### src/rtl/pattern_det_pkg.sv
// Shared encodings and constants for the serial pattern detector / arbiter.
// Optional feature macro: PATTERN_DET_TIMEOUT_EN (idle-frame watchdog).
package pattern_det_pkg;

    // Detector progress through the 0,1,1,0,1 sequence
    typedef enum logic [2:0] {
        S0,
        S1,
        S2,
        S3,
        S4
    } det_state_e;

    // Frame controller states
    typedef enum logic [1:0] {
        IDLE,
        STREAM,
        DONE
    } ctrl_state_e;

    // Target sequence, first bit in the MSB
    localparam logic [4:0] PATTERN = 5'b01101;

endpackage

### src/rtl/pattern_det_core.sv
// Overlapping 0,1,1,0,1 detector; match_o is combinational on the completing bit.
// Used by pattern_det_arbiter (see PATTERN_DET_TIMEOUT_EN there).
module pattern_det_core
    import pattern_det_pkg::*;
(
    input  logic clk,
    input  logic rst,
    input  logic clear,
    input  logic bit_i,
    input  logic valid_i,
    output logic match_o
);

    det_state_e state_q;
    det_state_e state_d;

    // Detector state register
    always_ff @(posedge clk or posedge rst) begin
        if (rst) begin
            state_q <= S0;
        end else begin
            state_q <= state_d;
        end
    end

    // Next-state and match decode; clear wins so a new frame starts from S0
    always_comb begin
        state_d = state_q;
        match_o = 1'b0;
        if (clear) begin
            state_d = S0;
        end else if (valid_i) begin
            case (state_q)
                S0: state_d = bit_i ? S0 : S1;
                S1: state_d = bit_i ? S2 : S1;
                S2: state_d = bit_i ? S3 : S1;
                S3: state_d = bit_i ? S0 : S4;
                S4: begin
                    if (bit_i == PATTERN[0]) begin
                        // Suffix "0,1" of the match is a valid prefix, so resume at S2
                        state_d = S2;
                        match_o = 1'b1;
                    end else begin
                        state_d = S1;
                    end
                end
                default: state_d = S0;
            endcase
        end
    end

endmodule

### src/rtl/pattern_det_arbiter.sv
// Round-robin arbiter over serial requesters with per-frame pattern counting.
// Define PATTERN_DET_TIMEOUT_EN to enable the idle-frame watchdog abort.
module pattern_det_arbiter
    import pattern_det_pkg::*;
#(
    parameter int unsigned NUM_CH      = 4,
    parameter int unsigned CNT_W       = 8,
    parameter int unsigned TIMEOUT_CYC = 16
) (
    input  logic              clk,
    input  logic              rst,
    input  logic [NUM_CH-1:0] req,
    input  logic [NUM_CH-1:0] d_i,
    input  logic [NUM_CH-1:0] valid_i,
    input  logic [NUM_CH-1:0] last_i,
    output logic [NUM_CH-1:0] gnt,
    output logic              pattern,
    output logic [1:0]        pattern_ch,
    output logic              frame_done,
    output logic [CNT_W-1:0]  match_cnt,
    output logic              timeout
);

    // Channel indexing is 2 bits wide; reject other configurations at elaboration
    if (NUM_CH != 4 || TIMEOUT_CYC == 0) begin : g_param_check
        $error("pattern_det_arbiter supports NUM_CH=4 and TIMEOUT_CYC>0 only");
    end

    ctrl_state_e       state_q, state_d;
    logic [NUM_CH-1:0] gnt_q, gnt_d;
    logic [1:0]        ptr_q, ptr_d;
    logic [1:0]        ch_q, ch_d;
    logic [CNT_W-1:0]  cnt_q, cnt_d;
    logic              pattern_q, pattern_d;
    logic              frame_done_q, frame_done_d;

    logic [1:0] rr_idx;
    logic       rr_found;
    logic [1:0] cand;
    logic       start;
    logic       accept;
    logic       match;
    logic       wd_abort;

    // Only the granted channel's serial lane is observed
    assign accept = (state_q == STREAM) && valid_i[ch_q];

    // Round-robin pick: search begins at the channel after the last grant
    always_comb begin
        rr_idx   = '0;
        rr_found = 1'b0;
        cand     = '0;
        for (int unsigned i = 1; i <= NUM_CH; i++) begin
            cand = ptr_q + 2'(i);
            if (!rr_found && req[cand]) begin
                rr_found = 1'b1;
                rr_idx   = cand;
            end
        end
    end

    // Controller next-state, grant and end-of-frame decode
    always_comb begin
        state_d      = state_q;
        gnt_d        = gnt_q;
        ptr_d        = ptr_q;
        ch_d         = ch_q;
        start        = 1'b0;
        frame_done_d = 1'b0;
        case (state_q)
            IDLE: begin
                if (rr_found) begin
                    state_d        = STREAM;
                    gnt_d          = '0;
                    gnt_d[rr_idx]  = 1'b1;
                    ptr_d          = rr_idx;
                    ch_d           = rr_idx;
                    start          = 1'b1;
                end
            end
            STREAM: begin
                if ((accept && last_i[ch_q]) || wd_abort) begin
                    state_d      = DONE;
                    gnt_d        = '0;
                    frame_done_d = 1'b1;
                end
            end
            DONE: begin
                state_d = IDLE;
            end
            default: begin
                state_d = IDLE;
                gnt_d   = '0;
            end
        endcase
    end

    // Saturating per-frame match counter, cleared when a frame is granted
    always_comb begin
        cnt_d = cnt_q;
        if (start) begin
            cnt_d = '0;
        end else if (match && (cnt_q != '1)) begin
            cnt_d = cnt_q + CNT_W'(1);
        end
    end

    // Match pulse is registered one cycle after the completing bit
    always_comb begin
        pattern_d = match;
    end

    // Controller and output registers
    always_ff @(posedge clk or posedge rst) begin
        if (rst) begin
            state_q      <= IDLE;
            gnt_q        <= '0;
            ptr_q        <= 2'(NUM_CH - 1);
            ch_q         <= '0;
            cnt_q        <= '0;
            pattern_q    <= 1'b0;
            frame_done_q <= 1'b0;
        end else begin
            state_q      <= state_d;
            gnt_q        <= gnt_d;
            ptr_q        <= ptr_d;
            ch_q         <= ch_d;
            cnt_q        <= cnt_d;
            pattern_q    <= pattern_d;
            frame_done_q <= frame_done_d;
        end
    end

    pattern_det_core u_core (
        .clk     (clk),
        .rst     (rst),
        .clear   (start),
        .bit_i   (d_i[ch_q]),
        .valid_i (accept),
        .match_o (match)
    );

`ifdef PATTERN_DET_TIMEOUT_EN
    localparam int unsigned WD_W = $clog2(TIMEOUT_CYC + 1);

    logic [WD_W-1:0] wd_q, wd_d;
    logic            timeout_q, timeout_d;

    // Watchdog: consecutive STREAM cycles without an accepted bit
    always_comb begin
        wd_d     = wd_q;
        wd_abort = 1'b0;
        if (state_q != STREAM || accept) begin
            wd_d = '0;
        end else if (wd_q == WD_W'(TIMEOUT_CYC - 1)) begin
            wd_abort = 1'b1;
            wd_d     = '0;
        end else begin
            wd_d = wd_q + WD_W'(1);
        end
        timeout_d = wd_abort;
    end

    // Watchdog registers
    always_ff @(posedge clk or posedge rst) begin
        if (rst) begin
            wd_q      <= '0;
            timeout_q <= 1'b0;
        end else begin
            wd_q      <= wd_d;
            timeout_q <= timeout_d;
        end
    end

    assign timeout = timeout_q;
`else
    assign wd_abort = 1'b0;
    assign timeout  = 1'b0;
`endif

    assign gnt        = gnt_q;
    assign pattern    = pattern_q;
    assign pattern_ch = ch_q;
    assign frame_done = frame_done_q;
    assign match_cnt  = cnt_q;

endmodule

### config.mk
export PLATFORM = sky130hd
export DESIGN_NAME = pattern_det_arbiter
export DESIGN_NICKNAME = d
export VERILOG_FILES = /design/src/rtl/pattern_det_pkg.sv /design/src/rtl/pattern_det_core.sv /design/src/rtl/pattern_det_arbiter.sv
export SDC_FILE = /design/constraint.sdc
export NUM_CORES = 1
export LEC_CHECK = 0
export CAP_MARGIN = 15
export CORE_MARGIN = 3
export CORE_UTILIZATION = 42
export CTS_CLUSTER_SIZE = 28
export DETAILED_ROUTE_END_ITERATION = 8
export PLACE_DENSITY = 0.73
export SLEW_MARGIN = 20
export SYNTH_ARGS = -nofsm -noshare
export SYNTH_HDL_FRONTEND = slang
export SYNTH_HIERARCHICAL = 1
export SYNTH_SLANG_ARGS = --single-unit
### constraint.sdc
create_clock -name clk -period 2.4 [get_ports clk]
set_input_delay 0.6 -clock clk [delete_from_list [all_inputs] [get_ports clk]]
set_output_delay 0.6 -clock clk [all_outputs]
set_load 0.01 [all_outputs]
==> summary.md, run 1 <==
| Metric | Value |
|---|---|
| Final net count | 189 |
| H-tree depth | 1 |
| Worst-Skew Late Latency | 0.31 ns |
| Number of violations reported at the end of detailed-routing iteration 0 | 35 |
| Synthesized instance count | 119 |
| Worst flop-to-flop path endpoint | match_cnt[7] |
| Vias per cell | 5.62 |
| Most common cell after layout, fill and taps aside | sky130_fd_sc_hd__clkdlybuf4s50_1 |
| Number of unique standard cell types used by synthesis | 44 |
| First element of the critical path | req[3] |
| Number of synthesized register bits | 23 |
| Total number of vias | 1,123 |
| Worst-case vdd ir drop | 0.000534 V |
| Worst-case clock skew | 0.00228 ns |
| Layout-stage area growth over the synthesis result | 41.3% |
| Grt total ovfl | 0 |
| Width of the chip | 60.6 µm |
| Area of the placeable core | 2810 µm² |
| Number of synthesis warnings | 6 |
| Pwr dens | 901 nW/µm² |
| Worst hold-check path type | input pin to asynchronous set/reset pin |
| Overall die area | 3670 µm² |
| Number of antenna violations at the first check in global routing | 0 |
| Die Ht | 60.6 µm |
| Initial cell density of the core | 0.446 |
| Number of global-route vias before repair | 1,100 |
| Endpoint arrival time on the critical path | 2.48 ns |
| Number of nets in the synthesized netlist | between 100 and 150 |
| Unrepaired setup endpoints after global routing | no |
| Area contributors post-synth | sky130_fd_sc_hd__dfrtp_1, sky130_fd_sc_hd__mux4_2, sky130_fd_sc_hd__dfstp_2 |
| Number of buffers inserted during clock tree synthesis | 3 |
| Most used cells in the layout excluding fill and tap cells | sky130_fd_sc_hd__clkdlybuf4s50_1, sky130_fd_sc_hd__dfrtp_1, sky130_fd_sc_hd__buf_4 |
| Post-synthesis sequential area ratio | 0.462 |
| Number of hold buffers added after cts | 0 |
| Number of placement rows | 19 |
| Instance area after placement | 1710 µm² |
| Clock Path Buffers | 2 |
| Worst flop-to-flop path startpoint | pattern_ch[0] |
| Count of boundary I/O pins | 35 |
| Kind of capture point of the worst setup path | flop |
| Post-detailed-route DRC marker count | 0 |
| Number of maximum-capacitance constraint violations | 0 |
| Count of input and output buffers | 33 |
| Area share of the leading cell type in the synthesized netlist | 0.420 |
| Max Freq | about 440 MHz |
| Highest net fanout along the worst path | 5 |
| Clock transition at the register clock pins on the worst setup and hold paths after CTS | 0.12 ns |
| Per-cell routed wire length | 15.7 µm |
| Post-synthesis area per instance | 10.5 µm² |
| Cell Area, Synth | 1250 µm² |
| Post-synth ARST share | 1.00 |
| Capture point of the critical path | match_cnt[7] |
| Depth of the worst register-to-register path | 8 |
| Antenna fix cells | 0 |
| Pre-antenna DRT Iters | 4 |
| Global-route total usage across every layer | 0.189 |
| Dominant synthesized flop cell | sky130_fd_sc_hd__dfrtp_1 |
| Final Max Tran Viols | 0 |
| Category of the most critical setup path | input pin to flop |
| Final worst path period share | 0.945 |
| Number of clock sinks | 23 |
| CTS tree | yes |
| Top cell type by total area after synthesis | sky130_fd_sc_hd__dfrtp_1 |
| Final worst hold slack | 0.473 ns |
| Maximum number of pins on one net before global-route repair | 21 |
| Final critical delay including setup and external delays | about 2.3 ns |
| Final hold vios | 0 |
| Remaining antenna violation count | 0 |
| HPWL Detailed | 2.42 mm |
| Global-route wire length before repair | 5.09 mm |
| Fraction of final layout cells sized beyond drive strength 1 | 0.189 |
| Final standard cell area without fillers | 1770 µm² |
| Routed wire length | roughly 3.1 mm |
| Category of the worst setup path launch point | input pin |
| Result of the run | completed |
| Leakage | 0.747 nW |
| R2R setup slack | approximately 0.16 ns |
| Setup-violating endpoint count in the final report | 0 |
| Worst EP required | 2.61 ns |
| GPL Wtd Cong | between 0.8 and 0.9 |
| Number of synthesized flops with an enable pin | 0 |
| Cell at the root of the clock tree | sky130_fd_sc_hd__clkbuf_4 |
[synth_stat cells, types with 2 or more instances]
master,count
sky130_fd_sc_hd__a32o_1,2
sky130_fd_sc_hd__or2b_1,2
sky130_fd_sc_hd__xor2_1,2
sky130_fd_sc_hd__xnor2_1,2
sky130_fd_sc_hd__a31oi_1,2
sky130_fd_sc_hd__dfrtp_1,21
sky130_fd_sc_hd__o21a_1,3
sky130_fd_sc_hd__dfstp_2,2
sky130_fd_sc_hd__nand4_1,3
sky130_fd_sc_hd__nand3_1,5
sky130_fd_sc_hd__a21oi_1,6
sky130_fd_sc_hd__nor2b_1,6
sky130_fd_sc_hd__buf_6,2
sky130_fd_sc_hd__nand2_1,7
sky130_fd_sc_hd__mux4_2,3
sky130_fd_sc_hd__nor2_1,8
sky130_fd_sc_hd__a311oi_1,2
sky130_fd_sc_hd__o21ai_0,7
sky130_fd_sc_hd__a21o_1,2
sky130_fd_sc_hd__and2_1,4
sky130_fd_sc_hd__nor3_1,2
sky130_fd_sc_hd__inv_1,3
sky130_fd_sc_hd__o2bb2ai_1,2
[state kept, by name, indices dropped and copies added, names as in the netlist]
| name | count |
|---|---|
| frame_done | 1 |
| gnt | 4 |
| match_cnt | 8 |
| pattern | 1 |
| pattern_ch | 2 |
| ptr_q | 2 |
| state_q | 2 |
| u_core/state_q | 3 |
[power by group]
part | switching, mW | internal, mW | total, mW
Clock | 0.118 | 0.0650 | 0.183
Combinational | 0.378 | 0.423 | 0.801
Sequential | 0.103 | 0.507 | 0.610
[cells by family (layout without fill, tap and decap cells)]
group	after synthesis	in the layout	share of synthesized area
adder cells (fa/ha/maj)	1	1	0.00999
multiplexers	3	3	0.0539
AND/OR/NAND/NOR	45	45	0.203
other	1	1	0.00299
XOR/XNOR	4	4	0.0280
buffers and inverters	7	57	0.0380
flip-flops	23	23	0.462
AO/OA/AOI/OAI	35	35	0.203
[per-stage QoR]
step / setup slack, ns / total power, mW / cells / setup TNS, ns / util
floorplan: 0.0371 / 1.07 / 119 / 0 / -
global placement: -0.420 / 1.35 / 195 / -2.13 / 0.609
detailed placement: -0.496 / 1.39 / 195 / -3.01 / 0.609
CTS: 0.0962 / 1.59 / 200 / 0 / 0.624
global route: 0.00365 / 1.71 / 200 / 0 / 0.631
finish: 0.132 / 1.59 / 200 / 0 / 0.631
[critical path, stage by stage]
cell,delay (ns)
sky130_fd_sc_hd__clkdlybuf4s50_1,0.46
sky130_fd_sc_hd__nor4_4,0.30
sky130_fd_sc_hd__or3_4,0.18
sky130_fd_sc_hd__inv_4,0.04
sky130_fd_sc_hd__nor3_4,0.21
sky130_fd_sc_hd__nand4_1,0.23
sky130_fd_sc_hd__buf_4,0.20
sky130_fd_sc_hd__o311a_1,0.27
[worst min path at each step]
| stage | slack, ns | depth (start not counted) | start | endpoint |
|---|---|---|---|---|
| after floorplan | 0.35 | 1 | rst | u_core/state_q[0] |
| after global placement | 0.46 | 1 | state_q[1] | state_q[0] |
| after detailed placement | 0.48 | 1 | gnt[0] | gnt[0] |
| after CTS | 0.46 | 2 | rst | u_core/state_q[1] |
| after global routing | 0.47 | 2 | rst | u_core/state_q[1] |
| final | 0.47 | 2 | rst | u_core/state_q[2] |
[routing by layer]
metal  vias to the layer above  routed length (µm)  track usage
met4                         0                  61       0.0836
met5                         -                   0            0
met3                         6                 148       0.0319
met2                        30                1600        0.318
li1                        542                   -            -
met1                       545                1340        0.238
[final cells by class]
cell class                      count  area, µm²
Clock buffer                        4       26.3
Multi-Input combinational cell     89        663
Timing Repair Buffer               49        445
Tap cell                           31       38.8
Fill cell                         246       1040
Inverter                            4       17.5
Sequential cell                    23        578
[repair_timing]
item                                    4_1_cts  5_1_grt
gates resized for setup                       7        3
gates cloned                                  0        0
pin swaps                                     5        0
buffers inserted                              1        0
endpoints found under the setup margin        5        2
(Power assumes the default switching activity.)
==> run 2: changes to the inputs <==
Settings changed: GPL_TIMING_DRIVEN set to 1.
==> results of run 2 <==
Final layout, timing and power as in run 1 (identical DEF).
==> run 3: changes to the inputs <==
--- a/config.mk
+++ b/config.mk
@@ -8,2 +8,3 @@
 export CAP_MARGIN = 15
+export CORE_ASPECT_RATIO = 0.7
 export CORE_MARGIN = 3
@@ -12,2 +13,3 @@
 export DETAILED_ROUTE_END_ITERATION = 8
+export GPL_ROUTABILITY_DRIVEN = 0
 export GPL_TIMING_DRIVEN = 1
--- a/constraint.sdc
+++ b/constraint.sdc
@@ -3,2 +3,2 @@
 set_output_delay 0.6 -clock clk [all_outputs]
-set_load 0.01 [all_outputs]
+set_load 0.05 [all_outputs]
==> summary.md, run 3 (same netlist as run 1, synthesis figures left out) <==
| Metric | Value |
|---|---|
| Maximum number of pins on one net before global-route repair | 21 |
| Clock Path Buffers | 2 |
| Overall die area | 3680 µm² |
| Most used cells in the layout excluding fill and tap cells | sky130_fd_sc_hd__clkdlybuf4s50_1, sky130_fd_sc_hd__dfrtp_1, sky130_fd_sc_hd__buf_4 |
| Area of the placeable core | 2650 µm² |
| Worst Slack Setup Final | 0.0946 ns |
| Number of hold buffers added after cts | 0 |
| Final Max Tran Viols | 0 |
| HPWL Detailed | ~2.4 mm |
| Remaining antenna violation count | 0 |
| Per-cell routed wire length | 15.9 µm |
| Final critical delay including setup and external delays | 2.31 ns |
| Unrepaired setup endpoints after global routing | no |
| Slowest-stage cell, CP | sky130_fd_sc_hd__mux4_2 |
| Delay contributed by the slowest stage of the critical path | between 0.4 and 0.5 ns |
| Final worst path period share | 0.961 |
| Count of boundary I/O pins | 35 |
| TNS Setup | 0 ns |
| Vias per cell | 5.50 |
| Layout-stage area growth over the synthesis result | 45.2% |
| Number of violations reported at the end of detailed-routing iteration 0 | 50 |
| Result of the run | completed |
| Number of buffers inserted during clock tree synthesis | 3 |
| Final worst hold slack | 0.498 ns |
| Setup-violating endpoint count in the final report | 0 |
| Cell at the root of the clock tree | sky130_fd_sc_hd__clkbuf_8 |
| Post-route total power | 1.82 mW |
| Clock transition at the register clock pins on the worst setup and hold paths after CTS | 0.07 ns |
| Category of the most critical setup path | input pin to flop |
| Max FFs per register | 8 |
| Endpoint arrival time on the critical path | 2.45 ns |
| Number of global-route vias before repair | 1,146 |
| Max Freq | 434 MHz |
| Routed wire length | 3.26 mm |
| Total number of vias | 1,127 |
| Initial cell density of the core | 0.473 |
| Width of the chip | 71.3 µm |
| Global-route wire length before repair | ~5.3 mm |
| Most common cell on crit path | sky130_fd_sc_hd__buf_4 |
| Most common cell after layout, fill and taps aside | sky130_fd_sc_hd__clkdlybuf4s50_1 |
| H-tree depth | 1 |
| Worst-case clock skew | 0.00568 ns |
| Highest net fanout along the worst path | 3 |
| Category of the worst setup path launch point | input pin |
| Worst EP required | 2.55 ns |
| Headroom to the max-slew limit | 0.613 |
| Number of antenna violations at the first check in global routing | 0 |
| Fraction of final layout cells sized beyond drive strength 1 | 0.216 |
| Pwr dens | 1000 nW/µm² |
| Final core utilization | 0.687 |
| Worst-case vdd ir drop | 0.000771 V |
| Number of placement rows | 15 |
| Global-route total usage across every layer | 0.187 |
| Worst-Skew Late Latency | 0.26 ns |
| Antenna fix cells | 0 |
| Pre-antenna DRT Iters | 4 |
| Leakage | 0.782 nW |
| Count of input and output buffers | 33 |
| Tightest Pin Transition | 0.575 ns |
| Post-detailed-route DRC marker count | 0 |
| Post-Place Setup Slack | -0.388 ns |
| Grt total ovfl | 0 |
| Number of maximum-capacitance constraint violations | 0 |
| Worst hold-check path type | flop to flop |
| Cell-by-cell listing of the critical path | dlygate4sd2_1 -> mux4_2 -> and3b_1 -> and2b_1 -> nand3_2 -> nor3_4 -> buf_4 -> buf_4 -> o31ai_1 -> xor2_1 -> nor2_1 |
| CTS tree | yes |
| Number of clock sinks | 23 |
| Final hold vios | 0 |
| Final net count | 191 |
| Kind of capture point of the worst setup path | flop |
| Die Ht | 51.7 µm |
## run 3: changes by cell type in the layout (fill, tap and decap cells not counted), sizes merged
| cell | before | now |
|---|---|---|
| buf | 16 | 18 |
| clkdlybuf4s50 | 29 | 27 |
| dlymetal6s2s | 0 | 2 |
## run 3: critical path, delay by kind of cell
kind / cells / cell delay (ns)
xor gates and xnor gates: 1 / 0.19
AOI/OAI and AO/OA: 1 / 0.15
muxes: 1 / 0.46
and+or+nand+nor: 5 / 0.56
buffers and inverters: 3 / 0.50
## run 3: layout make-up
cell class                 instances  area, µm²
clock buffer                       4       45.0
timing repair buffer              51        465
sequential                        23        581
fill                             203        828
multi-input combinational         89        667
tap                               34       42.5
inverter                           4       17.5
## run 3: worst paths after layout
path | startpoint | to | depth (start not counted) | slack (ns)
min in group asynchronous | rst | u_core/state_q[1] | 2 | 0.52
worst min register to register | gnt[0] | gnt[0] | 1 | 0.50
worst min-delay path | gnt[0] | gnt[0] | 1 | 0.50
worst max-delay path | valid_i[2] | match_cnt[0] | 11 | 0.09
worst max register to register | pattern_ch[0] | match_cnt[0] | 10 | 0.25
max in group asynchronous | rst | ptr_q[1] | 3 | 1.42
## run 3: layer usage
layer | routed length, µm | GRT usage
met2 | 1540 | 0.309
met1 | 1510 | 0.238
met5 | 0 | 0
met3 | 169 | 0.0483
met4 | 31 | 0.0625
## run 3: what timing repair did
| action | in CTS | in global routing |
|---|---|---|
| setup buffers | 1 | 2 |
| gates resized for setup | 7 | 5 |
| gates cloned | 0 | 0 |
| pin swaps | 6 | 5 |
| endpoints found under the setup margin | 6 | 3 |
## run 3: stage by stage
| stage | cell area [µm²] | cells |
|---|---|---|
| floorplan | 1260 | 119 |
| global placement | 1720 | 198 |
| detailed placement | 1720 | 198 |
| CTS | 1780 | 203 |
| global route | 1820 | 205 |
| finish | 1820 | 205 |
## run 3: power breakdown
part / leakage, nW / internal [mW] / switching, mW
Sequential: 0.299 / 0.511 / 0.115
Combinational: 0.460 / 0.413 / 0.542
Clock: 0.0228 / 0.118 / 0.119
